==> config.mk <==
export PLATFORM = sky130hd
export DESIGN_NAME = key_bounce_gen
export DESIGN_NICKNAME = d
export VERILOG_FILES = /design/src/rtl/key_bounce_gen.sv
export SDC_FILE = /design/constraint.sdc
export NUM_CORES = 1
export LEC_CHECK = 0
export ABC_AREA = 0
export CAP_MARGIN = 20
export CORE_MARGIN = 2
export CORE_UTILIZATION = 55
export DETAILED_ROUTE_END_ITERATION = 10
export HOLD_SLACK_MARGIN = 0.15
export PLACE_DENSITY = 0.73
export SYNTH_ARGS = -nofsm -noshare
export SYNTH_HDL_FRONTEND = slang
export SYNTH_SLANG_ARGS = --single-unit
==> constraint.sdc <==
create_clock -name clk -period 4.1 [get_ports clk]
set_input_delay 0.615 -clock clk [delete_from_list [all_inputs] [get_ports clk]]
set_output_delay 0.615 -clock clk [all_outputs]
set_load 0.03 [all_outputs]
==> src/rtl/key_bounce_gen.sv <==
// key_bounce_gen: emulates a mechanical push-button on an active-low key line (bounce, clean hold, bounce).
// Latency: key falls and busy rises on the edge that samples start; a sequence lasts 4*N_BOUNCE*BOUNCE_CYC+HOLD_CYC cycles.
// Backpressure: none; start while busy is dropped (no queuing), start during the done cycle begins a new sequence.
module key_bounce_gen #(
  parameter int N_BOUNCE   = 3,     // glitch pairs on press and on release; 0 gives clean edges
  parameter int BOUNCE_CYC = 16,    // cycles per glitch segment, >= 1
  parameter int HOLD_CYC   = 1024,  // clean pressed cycles, >= 1
  parameter int CNT_W      = 18     // must hold max(HOLD_CYC, BOUNCE_CYC)
) (
  input  logic clk,
  input  logic rst,    // asynchronous, active low
  input  logic start,
  output logic key,    // active low, 1 = released
  output logic busy,
  output logic done
);

  // Segments per bounce phase; the index only needs to reach N_SEG-1.
  localparam int N_SEG = 2 * N_BOUNCE;
  localparam int IDX_W = (N_SEG > 1) ? $clog2(N_SEG) : 1;
  localparam bit HAS_BOUNCE = (N_BOUNCE > 0);

  // Terminal counts: segments end when the counter equals length-1.
  localparam logic [CNT_W-1:0] BOUNCE_LAST = CNT_W'(BOUNCE_CYC - 1);
  localparam logic [CNT_W-1:0] HOLD_LAST   = CNT_W'(HOLD_CYC - 1);
  localparam logic [IDX_W-1:0] SEG_LAST    = IDX_W'((N_SEG > 0) ? (N_SEG - 1) : 0);

  typedef enum logic [1:0] {
    IDLE    = 2'd0,
    PRESS   = 2'd1,
    HOLD    = 2'd2,
    RELEASE = 2'd3
  } state_t;

  state_t           state_q, state_d;
  logic [CNT_W-1:0] cnt_q, cnt_d;     // cycle within current segment
  logic [IDX_W-1:0] idx_q, idx_d;     // segment within PRESS / RELEASE
  logic             key_q, key_d;
  logic             busy_q, busy_d;
  logic             done_q, done_d;
  logic             bounce_end;       // last cycle of a glitch segment
  logic             hold_end;         // last cycle of the clean hold
  logic             last_seg;         // current glitch segment is the final one

  assign bounce_end = (cnt_q == BOUNCE_LAST);
  assign hold_end   = (cnt_q == HOLD_LAST);
  assign last_seg   = (idx_q == SEG_LAST);

  // Next-state and next-output logic; outputs are registered so key is glitch-free.
  always_comb begin
    state_d = state_q;
    cnt_d   = cnt_q;
    idx_d   = idx_q;
    key_d   = key_q;
    busy_d  = busy_q;
    done_d  = 1'b0;

    case (state_q)
      IDLE: begin
        key_d  = 1'b1;
        busy_d = 1'b0;
        cnt_d  = '0;
        idx_d  = '0;
        if (start) begin
          // First segment of a press (bounce or clean) is always low.
          state_d = HAS_BOUNCE ? PRESS : HOLD;
          key_d   = 1'b0;
          busy_d  = 1'b1;
        end
      end

      PRESS: begin
        // Press pattern: even segments low, odd segments high.
        if (!bounce_end) begin
          cnt_d = cnt_q + CNT_W'(1);
        end else begin
          cnt_d = '0;
          if (last_seg) begin
            state_d = HOLD;
            idx_d   = '0;
            key_d   = 1'b0;
          end else begin
            idx_d = idx_q + IDX_W'(1);
            key_d = ~idx_q[0];
          end
        end
      end

      HOLD: begin
        if (!hold_end) begin
          cnt_d = cnt_q + CNT_W'(1);
        end else begin
          cnt_d = '0;
          idx_d = '0;
          if (HAS_BOUNCE) begin
            // Release pattern starts with a high segment.
            state_d = RELEASE;
            key_d   = 1'b1;
          end else begin
            state_d = IDLE;
            key_d   = 1'b1;
            busy_d  = 1'b0;
            done_d  = 1'b1;
          end
        end
      end

      RELEASE: begin
        // Release pattern: even segments high, odd segments low. N_SEG is even,
        // so the last segment is low and the exit is a clean rise.
        if (!bounce_end) begin
          cnt_d = cnt_q + CNT_W'(1);
        end else begin
          cnt_d = '0;
          if (last_seg) begin
            state_d = IDLE;
            idx_d   = '0;
            key_d   = 1'b1;
            busy_d  = 1'b0;
            done_d  = 1'b1;
          end else begin
            idx_d = idx_q + IDX_W'(1);
            key_d = idx_q[0];
          end
        end
      end

      default: begin
        state_d = IDLE;
        cnt_d   = '0;
        idx_d   = '0;
        key_d   = 1'b1;
        busy_d  = 1'b0;
      end
    endcase
  end

  // State, counters and output registers; reset forces a released, idle key at once.
  always_ff @(posedge clk or negedge rst) begin
    if (!rst) begin
      state_q <= IDLE;
      cnt_q   <= '0;
      idx_q   <= '0;
      key_q   <= 1'b1;
      busy_q  <= 1'b0;
      done_q  <= 1'b0;
    end else begin
      state_q <= state_d;
      cnt_q   <= cnt_d;
      idx_q   <= idx_d;
      key_q   <= key_d;
      busy_q  <= busy_d;
      done_q  <= done_d;
    end
  end

  assign key  = key_q;
  assign busy = busy_q;
  assign done = done_q;

endmodule
==> results.toml, run 1 <==
[pwr]
power_mw = 0.395
combPwrFrac_pct = 2.1
power_frac_seq_pct = 64.9
netSwitchingFraction_pct = 20.5
p_int_mw = 0.314
p_per_area_nw_per_um2 = 261
p_switching_mw = 0.0811
p_clk_share_pct = 32.9
peakVddDrop_uv = 361
leakage_nw = 0.681

[floorplan]
boundaryPins = 6
start_util_pct = 57.4
rows = 18
dieArea_um2 = 2960
die_w_um = 54.4
die_h_um = 54.4
coreArea_um2 = 2430

[setup_path]
r2r_start = "cnt_q[0]"
critPathSlowestCell = "or3_1"
critical_path_cell_count = 6
crit_required_ns = 4.31
timing.rr.end = "state_q[1]"
cp-end-kind = "register"
r2r_slack_ns = 1.89
crit_type = "reg2reg"
crit_path_start_kind = "register"
r2r_cells = 6
crit_fanout = 4
crit_family = "simple AND/OR/NAND/NOR gates"
path_buf_inv = 0
cp_slowest_stage_delay_ns = 0.43
crit_arrival_ns = 2.42
crit_path_cell_trace = "ha_1 -> nand2_1 -> or3_1 -> o21a_1 -> nor3_1 -> mux2_2"

[min_path]
hold_path_depth = 1
hp-start = "cnt_q[0]"
hold_path_class = "reg2reg"
whs_endpoint = "cnt_q[0]"

[global_route]
grt_pass1_wl_um = 4380
grt-ovfl-total = 0
grt_pass1_vias = 935
grt_usage_pct = 20.7
grt_max_degree = 18
antenna_found_initial = 0

[synthesis]
yosysTopAreaCellShare_pct = 44.8
postSynthAreaPerCell_um2 = 10.2
synthFlopType = "dfrtp_1"
synth.cell_area_um2 = 1400
synth_area_leader_cell = "dfrtp_1"
seq_area_frac_synth_pct = 46.7
synthArstFlopShare_pct = 100
yosysWarnings = 0
synthesis.nets = 146
synthTopCellsByArea = "dfrtp_1, nor2_1, xnor2_1"
synth.distinct_cells = 36
synth-seq-cells = 26
synth-edff-count = 0
synth_cells = 137
synthTopCellsByCount = "dfrtp_1, nor2_1, nand2_1, xnor2_1"

[place]
gp_congestion = 0.772
placed_cells = 170
dp_hpwl_um = 1890
numPortBuffers = 5

[cts]
clockRootBuffer = "clkbuf_4"
htree_levels = 1
post_cts_resized = 0
clock_sinks = 26
cts_tree = "done"
clk_pin_slew_ns = 0.12
clock_path_buffers = 2
cts_setup_buffers = 0
clk_latency_ns = 0.33
cts_buffers = 3
hold_buffers = 0

[drt]
wl_per_cell_um = 14.3
drt-vias-per-instance = 5.62
vias = 978
first_pass_iters = 4
postRouteAntennaNets = 0
wl_um = 2500
drt_iter0_markers = 14
drc = 0

[run_status]
outcome = "completed"

[sta]
drv_slew = 0
slew_headroom_pct = 53.0
setup_violations = 0
fmax_ghz = 0.453
rsz0062_at_grt = "false"
worstMarginPinSlew_ns = 0.699
hold_viol_final = 0
period_needed_ns = 2.21
final.period_utilization_pct = 53.9
tns_ns = 0
finalClockSkew_ns = 0.0208

[layout]
fin_nets = 154
seq_area_um2 = 652
drive_gt1_share_pct = 8.33
multi_input_area_um2 = 706
antennaDiodeCount = 0
fill_cells = 197
area_growth_pct = 8.51
fin_cells = 174

[run]
maxCapViolCount = 0
==> worst reg2reg max path, cell delays in order (launching register included) <==
cell     delay, ns
dfrtp_1       0.41
ha_1          0.22
nand2_1       0.10
or3_1         0.43
o21a_1        0.23
nor3_1        0.35
mux2_2        0.38
==> worst max-delay path by stage <==
stage             start    endpoint  slack [ns]
3_5_place_dp   cnt_q[0]  state_q[1]        1.89
2_1_floorplan  cnt_q[0]  state_q[1]        2.09
3_3_place_gp   cnt_q[0]  state_q[1]        1.94
4_1_cts        cnt_q[0]    cnt_q[5]        1.88
6_report       cnt_q[0]  state_q[1]        1.89
5_1_grt        cnt_q[0]    cnt_q[5]        1.66
==> metal layers <==
metal	global-route usage [%]	share of wire, %	wire (µm)	vias to the layer above
met4	2.50	0.60	15	0
met5	0	0	0	-
met3	5.74	2.2	56	2
met1	29.5	51	1270	480
met2	32.3	46	1150	8
li1	-	-	-	488
==> power by group through the flow <==
stage	combinational [mW]	clock [mW]	sequential (mW)
global placement	0.00705	0	0.261
floorplan	0.0000139	0	0.261
finish	0.00842	0.130	0.257
global route	0.00972	0.143	0.257
CTS	0.00878	0.132	0.257
detailed placement	0.00877	0	0.261
==> layout make-up <==
type | count | share of cell area [%]
clock buffer | 4 | 2.39
inverter | 5 | 1.24
multi-input combinational | 103 | 46.6
sequential | 26 | 43.0
tap | 30 | 2.48
timing repair buffer | 6 | 4.29
==> logic make-up (layout without fill, tap and decap cells) <==
family	count (synthesis)	count (layout)	share of synthesized area, %
and+or+nand+nor	63	63	23.7
DFF	26	26	46.7
xor gates and xnor gates	16	16	10.0
AOI/OAI and AO/OA	13	13	7.53
buffers and inverters	8	15	2.78
adders and majority gates	6	6	5.38
muxes	5	5	3.85
==> registers in the layout (all words and copies together), names as in the netlist <==
signal,flops
busy,1
cnt_q,18
done,1
idx_q,3
key,1
state_q,2
==> cell usage in the layout (no fill, tap or decap), types with 2 or more instances in the layout <==
| master | Yosys | routed |
|---|---|---|
| inv_1 | 5 | 5 |
| nand3_1 | 7 | 7 |
| mux2i_1 | 2 | 2 |
| xnor2_1 | 9 | 9 |
| nor4_1 | 2 | 2 |
| and3_1 | 3 | 3 |
| xor2_1 | 7 | 7 |
| o21ai_0 | 4 | 4 |
| dfrtp_1 | 25 | 25 |
| nor4_4 | 2 | 2 |
| ha_1 | 6 | 6 |
| nand4_1 | 3 | 3 |
| nor3_1 | 4 | 4 |
| clkdlybuf4s50_1 | 0 | 5 |
| mux2_1 | 2 | 2 |
| nand2_1 | 9 | 9 |
| clkbuf_4 | 0 | 3 |
| nor2_1 | 25 | 25 |
| o41ai_1 | 2 | 2 |
| and4_1 | 2 | 2 |
==> per-stage QoR <==
step	util, %	worst slack [ns]	hold slack (ns)	cell area (µm²)
after floorplan	-	2.09	0.319	1400
after global placement	60.2	1.94	0.460	1460
after detailed placement	60.8	1.89	0.474	1480
after CTS	62.3	1.88	0.494	1520
after global routing	62.3	1.66	0.540	1520
final	62.3	1.89	0.495	1520
Note: power is estimated with default switching activity, not from simulation.
==> run 2: changes to the inputs <==
- CORE_UTILIZATION: 55 -> 53
- PLACE_DENSITY: 0.73 -> 0.74
- clock period: 4.1 -> 1.8 ns (I/O delays scaled with it)
==> run 2 against run 1 <==
Against the previous run:
- the flow now finishes with violations (negative setup slack)
- worst hold slack got worse by 0.20 ns
- sequential power rose by 130%
- combinational power rose by 110%
- flip-flop and latch count did not move
- critical path depth did not move
- register-to-register slack got worse by 2.0 ns
- via count rose by 17%
- fmax rose by 16%
- cell area rose by 21%
==> results.toml, run 2 (synthesis results as in run 1) <==
[drt]
wl_um = 2990
drc = 0
drt-vias-per-instance = 5.51
drt_iter0_markers = 26
vias = 1147
first_pass_iters = 4
postRouteAntennaNets = 0
wl_per_cell_um = 14.4

[floorplan]
start_util_pct = 56.4
die_h_um = 55.3
dieArea_um2 = 3060
coreArea_um2 = 2480
die_w_um = 55.3
boundaryPins = 6
rows = 18

[setup_path]
cp_slowest_stage_delay_ns = 0.39
crit_type = "reg2reg"
path_buf_inv = 0
cp-end-kind = "register"
crit_family = "simple AND/OR/NAND/NOR gates"
crit_fanout = 5
crit_arrival_ns = 2.12
r2r_slack_ns = -0.10
critPathSlowestCell = "dfrtp_1"
crit_path_start_kind = "register"
crit_path_cell_trace = "ha_2 -> nand2_2 -> or3_4 -> o21a_2 -> or2_4 -> mux2_4"
crit_required_ns = 2.02

[sta]
finalClockSkew_ns = 0.0106
period_needed_ns = 1.90
drv_slew = 0
finalWorstSetupSlack_ns = -0.100
slew_headroom_pct = 74.1
setup_violations = 6
fmax_ghz = 0.526
hold_viol_final = 0
final.period_utilization_pct = 106
rsz0062_at_grt = "true"
worstMarginPinSlew_ns = 0.386

[layout]
final_common_cell = "buf_4"
area_growth_pct = 30.9
fill_cells = 183
final_cell_mix = "buf_4, dfrtp_1, nor2_1, xnor2_1, nand2_1"
antennaDiodeCount = 0
fin_nets = 188
fin_cells = 208
largest_reg_flops = 18
design_area_um2 = 1830
drive_gt1_share_pct = 32.6
regMostFlops = "cnt_q"
reg_top3 = "cnt_q x18, idx_q x3, state_q x2"

[cts]
clock_path_buffers = 2
hold_buffers = 0
clock_sinks = 26
clk_latency_ns = 0.31
cts_buffers = 3
clk_pin_slew_ns = 0.15
clockRootBuffer = "clkbuf_4"
htree_levels = 1
cts_tree = "done"

[place]
dp_slack_ns = -0.151
numPortBuffers = 5
dp_hpwl_um = 2290
place_area_um2 = 1720
placed_cells = 200
gp_congestion = 0.925

[min_path]
hold_path_class = "in2async"

[pwr]
peakVddDrop_uv = 514
power_mw = 0.895
p_per_area_nw_per_um2 = 490
leakage_nw = 0.880

[global_route]
grt-ovfl-total = 0
grt_max_degree = 27
grt_pass1_wl_um = 5340
antenna_found_initial = 0
grt_pass1_vias = 1242
grt_usage_pct = 21.2

[run_status]
outcome = "finished with violations"
violations = "negative setup slack"

[run]
maxCapViolCount = 0
[run 2: timing repair]
action,4_1_cts,5_1_grt
setup endpoints to repair,8,25
resized for setup,10,3
setup buffers,2,2
pin swaps,4,4
[run 2: path summary, 6_finish.rpt]
path,startpoint,end,cells after the start
worst max register to register,cnt_q[1],idx_q[0],6
worst max-delay path,cnt_q[1],idx_q[0],6
min in group clk,cnt_q[0],cnt_q[0],2
max in group asynchronous,rst,key,2
worst min register to register,cnt_q[0],cnt_q[0],2
worst min-delay path,rst,idx_q[2],2
[run 2: layer usage]
metal / wire (µm) / global-route usage [%] / vias to the layer above
met5: 0 / 0 / -
met4: 27 / 6.97 / 0
met3: 81 / 3.75 / 4
met2: 1600 / 36.9 / 20
met1: 1280 / 26.5 / 565
li1: - / - / 558
[run 2: cell type report]
cell class	instances	area, µm²	area share (%)
Clock buffer	4	36.3	1.98
Tap cell	30	37.5	2.05
Inverter	5	18.8	1.03
Sequential cell	26	652	35.7
Timing Repair Buffer	40	319	17.5
Multi-Input combinational cell	103	764	41.8
[run 2: stage by stage]
stage	TNS, ns	hold WS [ns]	util [%]
6_report	-0.345	0.299	73.8
5_1_grt	-1.32	0.338	73.8
3_5_place_dp	-0.730	0.513	69.2
2_1_floorplan	-0.759	-0.0256	-
3_3_place_gp	-0.367	0.493	69.2
4_1_cts	-0.372	0.302	72.6
[run 2: power by group]
part | internal [mW] | total, mW | switching (mW)
clock | 0.123 | 0.293 | 0.170
combinational | 0.00527 | 0.0176 | 0.0123
sequential | 0.584 | 0.584 | 0
